[src/rtl/seg7_pkg.sv]
// Shared seven-segment definitions: active-high {g,f,e,d,c,b,a} hex glyphs,
// digit-strobe encodings and the types used by the capture decoder.
package seg7_pkg;

   localparam logic [6:0] SEG_PAT_0 = 7'h3F;
   localparam logic [6:0] SEG_PAT_1 = 7'h06;
   localparam logic [6:0] SEG_PAT_2 = 7'h5B;
   localparam logic [6:0] SEG_PAT_3 = 7'h4F;
   localparam logic [6:0] SEG_PAT_4 = 7'h66;
   localparam logic [6:0] SEG_PAT_5 = 7'h6D;
   localparam logic [6:0] SEG_PAT_6 = 7'h7D;
   localparam logic [6:0] SEG_PAT_7 = 7'h07;
   localparam logic [6:0] SEG_PAT_8 = 7'h7F;
   localparam logic [6:0] SEG_PAT_9 = 7'h6F;
   localparam logic [6:0] SEG_PAT_A = 7'h77;
   localparam logic [6:0] SEG_PAT_B = 7'h7C;
   localparam logic [6:0] SEG_PAT_C = 7'h39;
   localparam logic [6:0] SEG_PAT_D = 7'h5E;
   localparam logic [6:0] SEG_PAT_E = 7'h79;
   localparam logic [6:0] SEG_PAT_F = 7'h71;
   localparam logic [6:0] SEG_BLANK = 7'h00;

   localparam logic [3:0] CODE_ERR = 4'hF;
   localparam logic [1:0] DIG_TENS = 2'b10;
   localparam logic [1:0] DIG_ONES = 2'b01;

   typedef enum logic {ST_EMPTY, ST_FULL} out_state_e;

   typedef struct packed {
      logic       err;
      logic [3:0] code;
   } digit_t;

endpackage

[src/rtl/seg7_pattern_decode.sv]
// Combinational reverse lookup of an active-high segment pattern to its hex
// code; anything outside the 16 glyphs (blank included) flags an error.
module seg7_pattern_decode
   import seg7_pkg::*;
(
   input  logic [6:0] seg_pat,
   output digit_t     digit
);

   always_comb begin
      digit.err  = 1'b0;
      digit.code = CODE_ERR;
      case (seg_pat)
         SEG_PAT_0: digit.code = 4'h0;
         SEG_PAT_1: digit.code = 4'h1;
         SEG_PAT_2: digit.code = 4'h2;
         SEG_PAT_3: digit.code = 4'h3;
         SEG_PAT_4: digit.code = 4'h4;
         SEG_PAT_5: digit.code = 4'h5;
         SEG_PAT_6: digit.code = 4'h6;
         SEG_PAT_7: digit.code = 4'h7;
         SEG_PAT_8: digit.code = 4'h8;
         SEG_PAT_9: digit.code = 4'h9;
         SEG_PAT_A: digit.code = 4'hA;
         SEG_PAT_B: digit.code = 4'hB;
         SEG_PAT_C: digit.code = 4'hC;
         SEG_PAT_D: digit.code = 4'hD;
         SEG_PAT_E: digit.code = 4'hE;
         SEG_PAT_F: digit.code = 4'hF;
         default:   digit.err  = 1'b1;
      endcase
   end

endmodule

[src/rtl/seg7_capture_decoder.sv]
// Samples a 2-digit multiplexed seven-segment bus, debounces each digit and
// emits decoded {tens,ones} frames over a valid/ready handshake.
module seg7_capture_decoder
   import seg7_pkg::*;
#(
   parameter int STABLE_CYCLES  = 4,
   parameter bit SEG_ACTIVE_LOW = 1'b1
) (
   input  logic       clk,
   input  logic       reset,
   input  logic [6:0] seg_in,
   input  logic [1:0] dig_sel,
   input  logic       out_ready,
   output logic       out_valid,
   output logic [3:0] tens_code,
   output logic [3:0] ones_code,
   output logic       tens_err,
   output logic       ones_err,
   output logic       overflow
);

   localparam logic [7:0] STABLE_MAX = 8'(STABLE_CYCLES);

   logic [8:0] sample;
   logic [8:0] prev_sample;
   logic [7:0] stab_cnt, stab_cnt_nxt;
   logic       armed, armed_nxt;
   logic       sample_changed, capture, cap_tens, cap_ones;
   logic [6:0] seg_norm;
   digit_t     dec, tens_slot, ones_slot, tens_slot_nxt, ones_slot_nxt;
   logic       tens_flag, ones_flag, tens_flag_nxt, ones_flag_nxt;
   logic       frame_done, load, drop;
   out_state_e state, state_nxt;

   assign sample   = {dig_sel, seg_in};
   assign seg_norm = SEG_ACTIVE_LOW ? ~seg_in : seg_in;

   seg7_pattern_decode u_decode (
      .seg_pat (seg_norm),
      .digit   (dec)
   );

   always_comb begin
      sample_changed = (sample != prev_sample);
      if (sample_changed)
         stab_cnt_nxt = 8'd1;
      else if (stab_cnt < STABLE_MAX)
         stab_cnt_nxt = stab_cnt + 8'd1;
      else
         stab_cnt_nxt = stab_cnt;

      // A new sample re-arms; arming is consumed by the single capture per stable period
      armed_nxt = sample_changed | armed;
      capture   = armed_nxt && (stab_cnt_nxt == STABLE_MAX);
      cap_tens  = capture && (dig_sel == DIG_TENS);
      cap_ones  = capture && (dig_sel == DIG_ONES);
      if (cap_tens || cap_ones)
         armed_nxt = 1'b0;

      tens_slot_nxt = cap_tens ? dec : tens_slot;
      ones_slot_nxt = cap_ones ? dec : ones_slot;
      tens_flag_nxt = tens_flag | cap_tens;
      ones_flag_nxt = ones_flag | cap_ones;

      frame_done = tens_flag_nxt & ones_flag_nxt;
      load       = frame_done && ((state == ST_EMPTY) || out_ready);
      drop       = frame_done && !load;

      state_nxt = state;
      case (state)
         ST_EMPTY: if (load) state_nxt = ST_FULL;
         ST_FULL:  if (out_ready && !load) state_nxt = ST_EMPTY;
      endcase
   end

   always_ff @(posedge clk) begin
      if (reset) begin
         state       <= ST_EMPTY;
         prev_sample <= '0;
         stab_cnt    <= '0;
         armed       <= 1'b0;
         tens_flag   <= 1'b0;
         ones_flag   <= 1'b0;
         tens_code   <= 4'h0;
         ones_code   <= 4'h0;
         tens_err    <= 1'b0;
         ones_err    <= 1'b0;
         overflow    <= 1'b0;
      end else begin
         state       <= state_nxt;
         prev_sample <= sample;
         stab_cnt    <= stab_cnt_nxt;
         armed       <= armed_nxt;
         tens_flag   <= frame_done ? 1'b0 : tens_flag_nxt;
         ones_flag   <= frame_done ? 1'b0 : ones_flag_nxt;
         if (load) begin
            tens_code <= tens_slot_nxt.code;
            ones_code <= ones_slot_nxt.code;
            tens_err  <= tens_slot_nxt.err;
            ones_err  <= ones_slot_nxt.err;
         end
         if (drop)
            overflow <= 1'b1;
      end
   end

   // Slot contents are only meaningful alongside their flags, so they need no reset
   always_ff @(posedge clk) begin
      tens_slot <= tens_slot_nxt;
      ones_slot <= ones_slot_nxt;
   end

   assign out_valid = (state == ST_FULL);

endmodule
[config.mk]
export PLATFORM = sky130hd
export DESIGN_NAME = seg7_capture_decoder
export DESIGN_NICKNAME = d
export VERILOG_FILES = /design/src/rtl/seg7_pkg.sv /design/src/rtl/seg7_pattern_decode.sv /design/src/rtl/seg7_capture_decoder.sv
export SDC_FILE = /design/constraint.sdc
export NUM_CORES = 1
export LEC_CHECK = 0
export CAP_MARGIN = 20
export CELL_PAD_IN_SITES_DETAIL_PLACEMENT = 2
export CELL_PAD_IN_SITES_GLOBAL_PLACEMENT = 2
export CORE_MARGIN = 3
export CORE_UTILIZATION = 36
export CTS_BUF_LIST = sky130_fd_sc_hd__clkbuf_8
export DETAILED_ROUTE_END_ITERATION = 16
export PLACE_DENSITY = 0.9
export SETUP_SLACK_MARGIN = 0.4
export SKIP_CTS_REPAIR_TIMING = 1
export SYNTH_ARGS = -nofsm -noshare
export SYNTH_HDL_FRONTEND = slang
export SYNTH_SLANG_ARGS = --single-unit
[constraint.sdc]
create_clock -name clk -period 2.9 [get_ports clk]
set_input_delay 0.435 -clock clk [delete_from_list [all_inputs] [get_ports clk]]
set_output_delay 0.435 -clock clk [all_outputs]
set_load 0.01 [all_outputs]
# Yosys cells after proc, flatten, opt, wreduce, memory -nomap -nowiden
# Cells that the tools add are included.
[op_classes] n_addsub=1 mul=0 n_div=0 order_cmp=1 n_eq_ne=20 shift=0 muxes=9 bitwise_logic=6 reduce_logical=12
[ops] cell="$eq 7x7->1 const B" n=12
[ops] cell="$pmux 4 s15" n=1
[ops] cell="$mux 8" n=2
[ops] cell="$reduce_or 16->1" n=1
[ops] cell="$eq 7x3->1 const B" n=2
[ops] cell="$eq 7x6->1 const B" n=2
[ops] cell="$mux 5" n=2
[ops] cell="$ne 9x9->1" n=1
[ops] cell="$add 8x1->8 const B" n=1
[ops] cell="$eq 8x3->1 const B" n=1
[ops] cell="$lt 8x3->1 const B" n=1
[ops] cell="$not 7->7" n=1
[ops] cell="$logic_and 1x1->1" n=6
[ops] cell="$reduce_or 2->1" n=2
[ops] cell="$mux 1" n=3
[ops] cell="$or 1x1->1" n=3
[ops] cell="$eq 2x1->1 const B" n=1
[ops] cell="$eq 2x2->1 const B" n=1
[ops] cell="$logic_or 1x1->1" n=2
[ops] cell="$pmux 1 s2" n=1
[ops] cell="$and 1x1->1" n=1
[ops] cell="$logic_not 1->1" n=1
[ops] cell="$not 1->1" n=1
[totals] register_bits=42 latchBits=0 ramBits=0 romBits=0 input_bits=12 output_inout_bits=12 elab_cells=64 mem_count=0

# Depth between registers and ports, before layout
# Gate-level depths: netlist of the first run.
[depth] word_depth=13 mapped_depth=9 mapped_depth_nobuf=7

# Modules after synthesis
# A second synthesis of the first run with hierarchy kept.
[unflattened] cells_unflattened=255 hier_area_um2=2278.4
[modules_own_cells] mod="seg7_capture_decoder" n_inst=1 cells_each=201 area_per_inst_um2=1890.6 seq_area_each_um2=840.8
[modules_own_cells] mod="seg7_pattern_decode" n_inst=1 cells_each=54 area_per_inst_um2=387.9 seq_area_each_um2=0.0

# Worst setup path after synthesis of the first run
# Ideal clock, no wire load.
[synth_timing] path_type="flip-flop to flip-flop" from="reg stab_cnt[0]" to="reg tens_err" setup_time_ns=0.122 arrival_time_ns=2.407 required_ns=2.778 path_slack_ns=0.371 stages_incl_launch_ff=7 n_path_buf=0 period_less_slack_ns=2.529 path_cell_list="dfxtp_1 -> ha_1 -> nand4bb_1 -> a2111o_4 -> nor4_4 -> mux2_2 -> o311a_1"
[synth_rtl] item="from (decl)" line="seg7_capture_decoder.sv:26" source="logic [7:0] stab_cnt, stab_cnt_nxt;"
[synth_rtl] item="from (signal assigned)" line="seg7_capture_decoder.sv:92" source="stab_cnt <= stab_cnt_nxt;"
[synth_rtl] item="to (signal assigned)" line="seg7_capture_decoder.sv:99" source="tens_err <= tens_slot_nxt.err;"
[synth_rtl] item="to (decl)" line="seg7_capture_decoder.sv:17" source="output logic tens_err,"

# Worst setup path in the final report of the first run
[layout_timing] from="reg stab_cnt[1]" to="reg tens_code[2]"
[layout_between] elab_chain_len=9 word_cells_on_any_way=13 classes_between="add/sub: 1; order compare: 1; eq/ne: 1; mux: 3; bitwise: 3; reduce/logical: 4"
[layout_rtl] item="$add 8x1->8 / $lt 8x3->1 (equally long branches)" line="seg7_capture_decoder.sv:48, seg7_capture_decoder.sv:47"
[layout_rtl] item="$mux 8 (*)" line="seg7_capture_decoder.sv:47" source="else if (stab_cnt < STABLE_MAX)"
[layout_rtl] item="$mux 8 (*)" line="seg7_capture_decoder.sv:45" source="if (sample_changed)"
[layout_rtl] item="$eq 8x3->1 (*)" line="seg7_capture_decoder.sv:54" source="capture = armed_nxt && (stab_cnt_nxt == STABLE_MAX);"
[layout_rtl] item="$logic_and 1x1->1 (*)" line="seg7_capture_decoder.sv:54"
[layout_rtl] item="$logic_and 1x1->1 (on tied branches)" line="seg7_capture_decoder.sv:55, seg7_capture_decoder.sv:56"
[layout_rtl] item="$or 1x1->1 (on tied branches)" line="seg7_capture_decoder.sv:62, seg7_capture_decoder.sv:63"
[layout_rtl] item="$and 1x1->1" line="seg7_capture_decoder.sv:65" source="frame_done = tens_flag_nxt & ones_flag_nxt;"
[layout_rtl] item="$logic_and 1x1->1" line="seg7_capture_decoder.sv:66" source="load = frame_done && ((state == ST_EMPTY) || out_ready);"
[layout_rtl] item="to (signal assigned)" line="seg7_capture_decoder.sv:97" source="tens_code <= tens_slot_nxt.code;"
[layout_rtl] item="to (decl)" line="seg7_capture_decoder.sv:15" source="output logic [3:0] tens_code,"
# Mark *: on every way between the ends. The rest lies on a longest branch, timed or not.
# A chain may end at the register's enable or synchronous reset.

==> metrics.log, run 1 <==
INFO  metric die_x = 82.6 um
INFO  metric grt_pass1_wl = 10100 um
INFO  metric finClkSkew = 6.35 ps
INFO  metric min_delay_path_depth = 1
INFO  metric powerDensity = 389 mW/mm^2
INFO  metric std_cell_rows = 27
INFO  metric maximum_number_of_pins_on_one_net_before_global_route_repair = 23
INFO  metric placed_area = 0.00250 mm^2
INFO  metric root_buffer = sky130_fd_sc_hd__clkbuf_8
INFO  metric p_leak = 0.00112 uW
INFO  metric detailedRoute.firstPassIterationCount = 6
INFO  metric cts_tree = done
INFO  metric ys_async_sr_fraction = 0
INFO  metric fp.dieH = 82.6 um
INFO  metric sequential_cell_area = 846 um^2
INFO  metric reg2regPathDepth = 9
INFO  metric final_nets = 290
INFO  metric ys_top_cells_by_area = sky130_fd_sc_hd__dfxtp_1, sky130_fd_sc_hd__xnor2_1, sky130_fd_sc_hd__nor2_1
INFO  metric placed_cells_incl_taps = 325
INFO  metric post_route_cell_area = 0.00281 mm^2
INFO  metric detail_route.drc_violations = 0
INFO  metric mappedNetlistNets = 241
INFO  metric setup.worst_path.start_class = register
INFO  metric floorplan.core_area = 0.00561 mm^2
INFO  metric synth_top_cell_by_area = sky130_fd_sc_hd__dfxtp_1
INFO  metric min-delay-start = stab_cnt[5]
INFO  metric yosysSeqAreaShare = 0.398
INFO  metric dr.first_iter.drc_count = 77
INFO  metric synth.most_common_cell = sky130_fd_sc_hd__dfxtp_1
INFO  metric grt_pass1_vias = 1987
INFO  metric slowest_delay = 550 ps
INFO  metric hpwl = 4680 um
INFO  metric synth_seq_cells = 42
INFO  metric synth_top_cell_area_share = 0.398
INFO  metric synth_area = 0.00211 mm^2
INFO  metric clock_tree.htree_level_count = 2
INFO  metric post_synth_most_frequent_cells = sky130_fd_sc_hd__dfxtp_1, sky130_fd_sc_hd__nor2_1, sky130_fd_sc_hd__xnor2_1, sky130_fd_sc_hd__nor3_1
INFO  metric fin_crit = 2620 ps
INFO  metric antenna-diode-count = 0
INFO  metric rsz0062_at_grt = yes
INFO  metric synth_warnings = 0
INFO  metric synthesis.instances = 228
INFO  metric critical_path.cell_chain = ha_4 -> nand4bb_1 -> a2111o_4 -> buf_6 -> o41ai_4 -> buf_4 -> o21ai_4 -> buf_4 -> o41ai_2
INFO  metric slew_headroom = 0.489
INFO  metric drv_slew = 0
INFO  metric timing.hold.worst.class = register to register
INFO  metric whs_endpoint = stab_cnt[5]
INFO  metric worst-endpoint-arrival = 2820 ps
INFO  metric crit_required = 3100 ps
INFO  metric timing.final.crit_share = 0.904
INFO  metric worstSkewPairLatency = 300 ps
INFO  metric timing_hold_violations_final = 0
INFO  metric worstPathMaxFanout = 5
INFO  metric layout.filler_cells = 596
INFO  metric track_usage = 0.201
INFO  metric cts.sink_count = 42
INFO  metric deepest_clock_path_buffer_count = 2
INFO  metric crit_slowest_cell = sky130_fd_sc_hd__a2111o_4
INFO  metric vdd.ir_drop.worst = 0.000239 V
INFO  metric r2r-end = tens_code[2]
INFO  metric post_synthesis_mean_instance_area = 9.26 um^2
INFO  metric flow.area_growth_from_synthesis = 33.2%
INFO  metric final_antenna_net_count = 0
INFO  metric end_kind = register
INFO  metric post_drt_wl_per_cell = 22.8 um
INFO  metric place_worst_setup_slack = -45.1 ps
INFO  metric final_layout_size_suffix_gt1_frac = 0.253
INFO  metric fin_total_pwr = 1090 uW
INFO  metric achievable-frequency = 381 MHz
INFO  metric vias = 2019
INFO  metric worst-r2r-setup-slack = 280 ps
INFO  metric buffer_ports.inserted = 23
INFO  metric worst-slew-pin-transition = 765 ps
INFO  metric clk_pin_slew = 80 ps
INFO  metric maxCapViolations = 0
INFO  metric overflow = 0
INFO  metric synth_top_flop_cell = sky130_fd_sc_hd__dfxtp_1
INFO  metric floorplan.initialDensity = 0.377
INFO  metric run_status = finished clean
INFO  metric multi_input_combinational_cell_area = 0.00125 mm^2
INFO  metric globalplace.congestion = 0.767
INFO  metric cp_common_cell = sky130_fd_sc_hd__buf_4
INFO  metric synth_edf_count = 0
INFO  metric die-area = 0.00682 mm^2
INFO  metric antenna_found_initial = 0
INFO  metric floorplan.io_pins = 24
INFO  metric beginning_of_the_worst_register_to_register_path = stab_cnt[1]
INFO  metric worstSetupPathType = register to register
INFO  metric synthDistinctLibCells = 59
INFO  metric fin_cells = 349
INFO  metric post-route-worst-setup-slack = 278 ps
INFO  metric setup-violations-final = 0
INFO  metric route.final.wire_length = 7950 um
INFO  metric cts_made_buffers = 5
INFO  metric totalNegativeSetupSlack = 0 ps
INFO  metric vias_per_cell = 5.79
==> per-stage QoR <==
step,util,hold slack [ps]
after floorplan,-,431
after global placement,0.446,444
after detailed placement,0.446,451
after CTS,0.460,470
after global routing,0.502,485
final,0.502,465
==> worst max-delay path, delay by kind of cell (launching register included) <==
| family | cells | cell delay (ps) |
|---|---|---|
| simple gates | 1 | 210 |
| fa+ha+maj | 1 | 240 |
| flops | 1 | 350 |
| compound gates | 4 | 1210 |
| buf+inv | 3 | 510 |
==> layout by cell type, fill, tap and decap left out, types with 6 or more instances in the layout <==
cell type and count:
sky130_fd_sc_hd__buf_4 28, sky130_fd_sc_hd__a21oi_1 8, sky130_fd_sc_hd__nor2b_1 10, sky130_fd_sc_hd__nor2_1 21, sky130_fd_sc_hd__dfxtp_1 40, sky130_fd_sc_hd__o21ai_0 10
sky130_fd_sc_hd__inv_1 6, sky130_fd_sc_hd__xnor2_1 12, sky130_fd_sc_hd__buf_6 6, sky130_fd_sc_hd__nand4_1 6, sky130_fd_sc_hd__clkdlybuf4s50_1 22, sky130_fd_sc_hd__nor3_1 10
==> layout make-up <==
cell class | instances | area share
clock buffer | 5 | 0.0245
sequential | 42 | 0.301
multi-input combinational | 166 | 0.446
clock inverter | 2 | 0.00267
inverter | 4 | 0.00534
timing repair buffer | 58 | 0.189
tap | 72 | 0.0320
==> state kept, by name, summed over array words and instances (netlist names), 4 cells and up <==
signal,cells
ones_code,4
ones_slot,5
stab_cnt,8
tens_code,4
tens_slot,5
prev_sample,9
==> where the power goes <==
| part | switching, uW | internal [uW] |
|---|---|---|
| combinational | 79.6 | 66.7 |
| clock | 199 | 159 |
| sequential | 5.61 | 584 |
| total | 284 | 810 |
==> cell families (layout without fill, tap and decap cells) <==
| kind of cell | after synthesis | count (layout) | synth area share |
|---|---|---|---|
| buffers and inverters | 22 | 69 | 0.0509 |
| and+or+nand+nor | 93 | 93 | 0.265 |
| adders and majority gates | 1 | 1 | 0.00592 |
| xor gates and xnor gates | 12 | 12 | 0.0498 |
| AOI/OAI and AO/OA | 51 | 53 | 0.194 |
| muxes | 7 | 7 | 0.0355 |
| DFF | 42 | 42 | 0.398 |
==> per-layer routing <==
metal	vias up	part of all wire	GRT usage
met1	1012	0.41	0.232
met2	63	0.51	0.359
li1	920	-	-
met4	0	0.040	0.0817
met5	-	0	0
met3	24	0.046	0.0390
==> worst max path at each step <==
stage / endpoint / start / slack, ps / cells after the start
2_1_floorplan: ones_err / stab_cnt[0] / 420 / 7
4_1_cts: ones_err / stab_cnt[0] / 200 / 7
3_5_place_dp: tens_code[2] / seg_in[4] / -50 / 8
5_1_grt: tens_code[2] / stab_cnt[1] / 180 / 9
3_3_place_gp: tens_code[2] / seg_in[4] / 100 / 8
6_report: tens_code[2] / stab_cnt[1] / 280 / 9
Note: power is estimated with default switching activity, not from simulation.
==> run 2: changes to the inputs <==
--- a/config.mk
+++ b/config.mk
@@ -10,8 +10,9 @@
 export CELL_PAD_IN_SITES_GLOBAL_PLACEMENT = 2
 export CORE_MARGIN = 3
 export CORE_UTILIZATION = 36
-export CTS_BUF_LIST = sky130_fd_sc_hd__clkbuf_8
+export CTS_BUF_LIST = sky130_fd_sc_hd__clkbuf_4
 export DETAILED_ROUTE_END_ITERATION = 16
+export MAX_ROUTING_LAYER = met4
 export PLACE_DENSITY = 0.9
 export SETUP_SLACK_MARGIN = 0.4
 export SKIP_CTS_REPAIR_TIMING = 1
==> run 2 against run 1 <==
Wire length fell by 6.1%. Worst setup slack better by 48 ps. Sequential power about the same. Clock skew up 3.7 ps. Critical endpoint is now ones_code[0]. Largest cell class unchanged.
==> metrics.log, run 2 (synthesis results as in run 1) <==
INFO  metric flow.area_growth_from_synthesis = 29.0%
INFO  metric vdd.ir_drop.worst = 0.000175 V
INFO  metric worst-slew-pin-transition = 694 ps
INFO  metric deepest_clock_path_buffer_count = 2
INFO  metric r2r-end = ones_code[0]
INFO  metric rsz0062_at_grt = yes
INFO  metric layout.filler_cells = 597
INFO  metric beginning_of_the_worst_register_to_register_path = stab_cnt[1]
INFO  metric clk_pin_slew = 120 ps
INFO  metric track_usage = 0.203
INFO  metric finClkSkew = 10.1 ps
INFO  metric worstPathMaxFanout = 13
INFO  metric floorplan.core_area = 0.00561 mm^2
INFO  metric clock_tree.htree_level_count = 2
INFO  metric final_antenna_net_count = 0
INFO  metric setup-violations-final = 0
INFO  metric end_kind = register
INFO  metric overflow = 0
INFO  metric timing_hold_violations_final = 0
INFO  metric final_nets = 282
INFO  metric globalplace.congestion = 0.777
INFO  metric worstSkewPairLatency = 350 ps
INFO  metric post_drt_wl_per_cell = 21.9 um
INFO  metric fp.dieH = 82.6 um
INFO  metric totalNegativeSetupSlack = 0 ps
INFO  metric achievable-frequency = 388 MHz
INFO  metric setup.worst_path.start_class = input port
INFO  metric hpwl = 4680 um
INFO  metric antenna-diode-count = 0
INFO  metric std_cell_rows = 27
INFO  metric buffer_ports.inserted = 23
INFO  metric p_leak = 0.00107 uW
INFO  metric detailedRoute.firstPassIterationCount = 4
INFO  metric grt_pass1_vias = 1936
INFO  metric drv_slew = 0
INFO  metric cts.sink_count = 42
INFO  metric run_status = finished clean
INFO  metric final_layout_size_suffix_gt1_frac = 0.238
INFO  metric fin_total_pwr = 1030 uW
INFO  metric max_flop_register = prev_sample
INFO  metric final.hold.worst_slack = 474 ps
INFO  metric cts_tree = done
INFO  metric route.final.wire_length = 7470 um
INFO  metric worst-r2r-setup-slack = 350 ps
INFO  metric worstSetupPathType = input port to register
INFO  metric startpoint = seg_in[1]
INFO  metric antenna_found_initial = 0
INFO  metric timing.final.crit_share = 0.888
INFO  metric sequential_cell_area = 850 um^2
INFO  metric most_common_cell_after_layout_fill_and_taps_aside = sky130_fd_sc_hd__dfxtp_1
INFO  metric whs_endpoint = stab_cnt[5]
INFO  metric cts_made_buffers = 5
INFO  metric min_delay_path_depth = 1
INFO  metric die_x = 82.6 um
INFO  metric min-delay-start = stab_cnt[5]
INFO  metric dr.first_iter.drc_count = 86
INFO  metric top_regs = prev_sample (9), stab_cnt (8)
INFO  metric floorplan.io_pins = 24
INFO  metric reg2regPathDepth = 8
INFO  metric worst-endpoint-arrival = 2840 ps
INFO  metric fin_crit = 2570 ps
INFO  metric slew_headroom = 0.536
INFO  metric grt_pass1_wl = 9990 um
INFO  metric maximum_number_of_pins_on_one_net_before_global_route_repair = 23
INFO  metric detail_route.drc_violations = 0
INFO  metric vias_per_cell = 5.74
INFO  metric vias = 1958
INFO  metric root_buffer = sky130_fd_sc_hd__clkbuf_4
INFO  metric place_worst_setup_slack = -45.1 ps
INFO  metric post-route-worst-setup-slack = 326 ps
INFO  metric floorplan.initialDensity = 0.377
INFO  metric largest_register_ff_count = 9
INFO  metric timing.hold.worst.class = register to register
INFO  metric maxCapViolations = 0
INFO  metric die-area = 0.00682 mm^2
INFO  metric crit_required = 3170 ps
INFO  metric final_cell_mix = sky130_fd_sc_hd__dfxtp_1, sky130_fd_sc_hd__buf_4, sky130_fd_sc_hd__clkdlybuf4s50_1
INFO  metric powerDensity = 377 mW/mm^2
INFO  metric multi_input_combinational_cell_area = 0.00125 mm^2
==> run 2: area by class of cell <==
type / count / area share
clock buffers: 7 / 0.0193
inverters: 4 / 0.00551
multi-input cells: 165 / 0.458
flip-flops and latches: 42 / 0.312
well taps: 72 / 0.0331
repair buffers: 51 / 0.173
==> run 2: worst max path at each step <==
stage                   end  slack, ps  cells past startpoint
3_3_place_gp   tens_code[2]        100                      8
6_report       ones_code[0]        330                     10
5_1_grt        ones_code[0]        210                     10
2_1_floorplan      ones_err        420                      7
3_5_place_dp   tens_code[2]        -50                      8
4_1_cts        ones_code[0]        230                      7
==> run 2: where the power goes <==
part           leakage (uW)  internal, uW  switching, uW
registers          0.000343           584           5.19
clock network     0.0000322           110            188
logic              0.000696          62.3           76.2
==> run 2: critical path, cell delays in order <==
cell,delay (ps)
sky130_fd_sc_hd__clkdlybuf4s50_1,490
sky130_fd_sc_hd__buf_6,160
sky130_fd_sc_hd__xnor2_1,140
sky130_fd_sc_hd__nand4_1,160
sky130_fd_sc_hd__buf_4,200
sky130_fd_sc_hd__o41ai_4,460
sky130_fd_sc_hd__buf_4,220
sky130_fd_sc_hd__o211a_4,200
sky130_fd_sc_hd__o211ai_1,120
sky130_fd_sc_hd__a21oi_1,240
==> run 2: stage by stage <==
| stage | area [um^2] | instances | utilization |
|---|---|---|---|
| 2_1_floorplan | 2110 | 228 | - |
| 3_3_place_gp | 2500 | 325 | 0.446 |
| 3_5_place_dp | 2500 | 325 | 0.446 |
| 4_1_cts | 2550 | 332 | 0.456 |
| 5_1_grt | 2720 | 341 | 0.486 |
| 6_report | 2720 | 341 | 0.486 |
==> run 2: layer usage <==
layer	wire length [um]	global-route usage	share of wire	up-vias
met1	3170	0.239	0.42	983
met3	278	0.0380	0.037	22
li1	-	-	-	901
met2	3770	0.351	0.50	52
met4	248	0.0605	0.033	0
met5	0	-	0	-
==> run 3: changes to the inputs <==
--- a/config.mk
+++ b/config.mk
@@ -11,6 +11,7 @@
 export CORE_MARGIN = 3
 export CORE_UTILIZATION = 36
 export CTS_BUF_LIST = sky130_fd_sc_hd__clkbuf_4
+export CTS_CLUSTER_DIAMETER = 150
 export DETAILED_ROUTE_END_ITERATION = 16
 export MAX_ROUTING_LAYER = met4
 export PLACE_DENSITY = 0.9
==> results of run 3 <==
The final DEF is identical to that of run 2; final timing and power are the same.
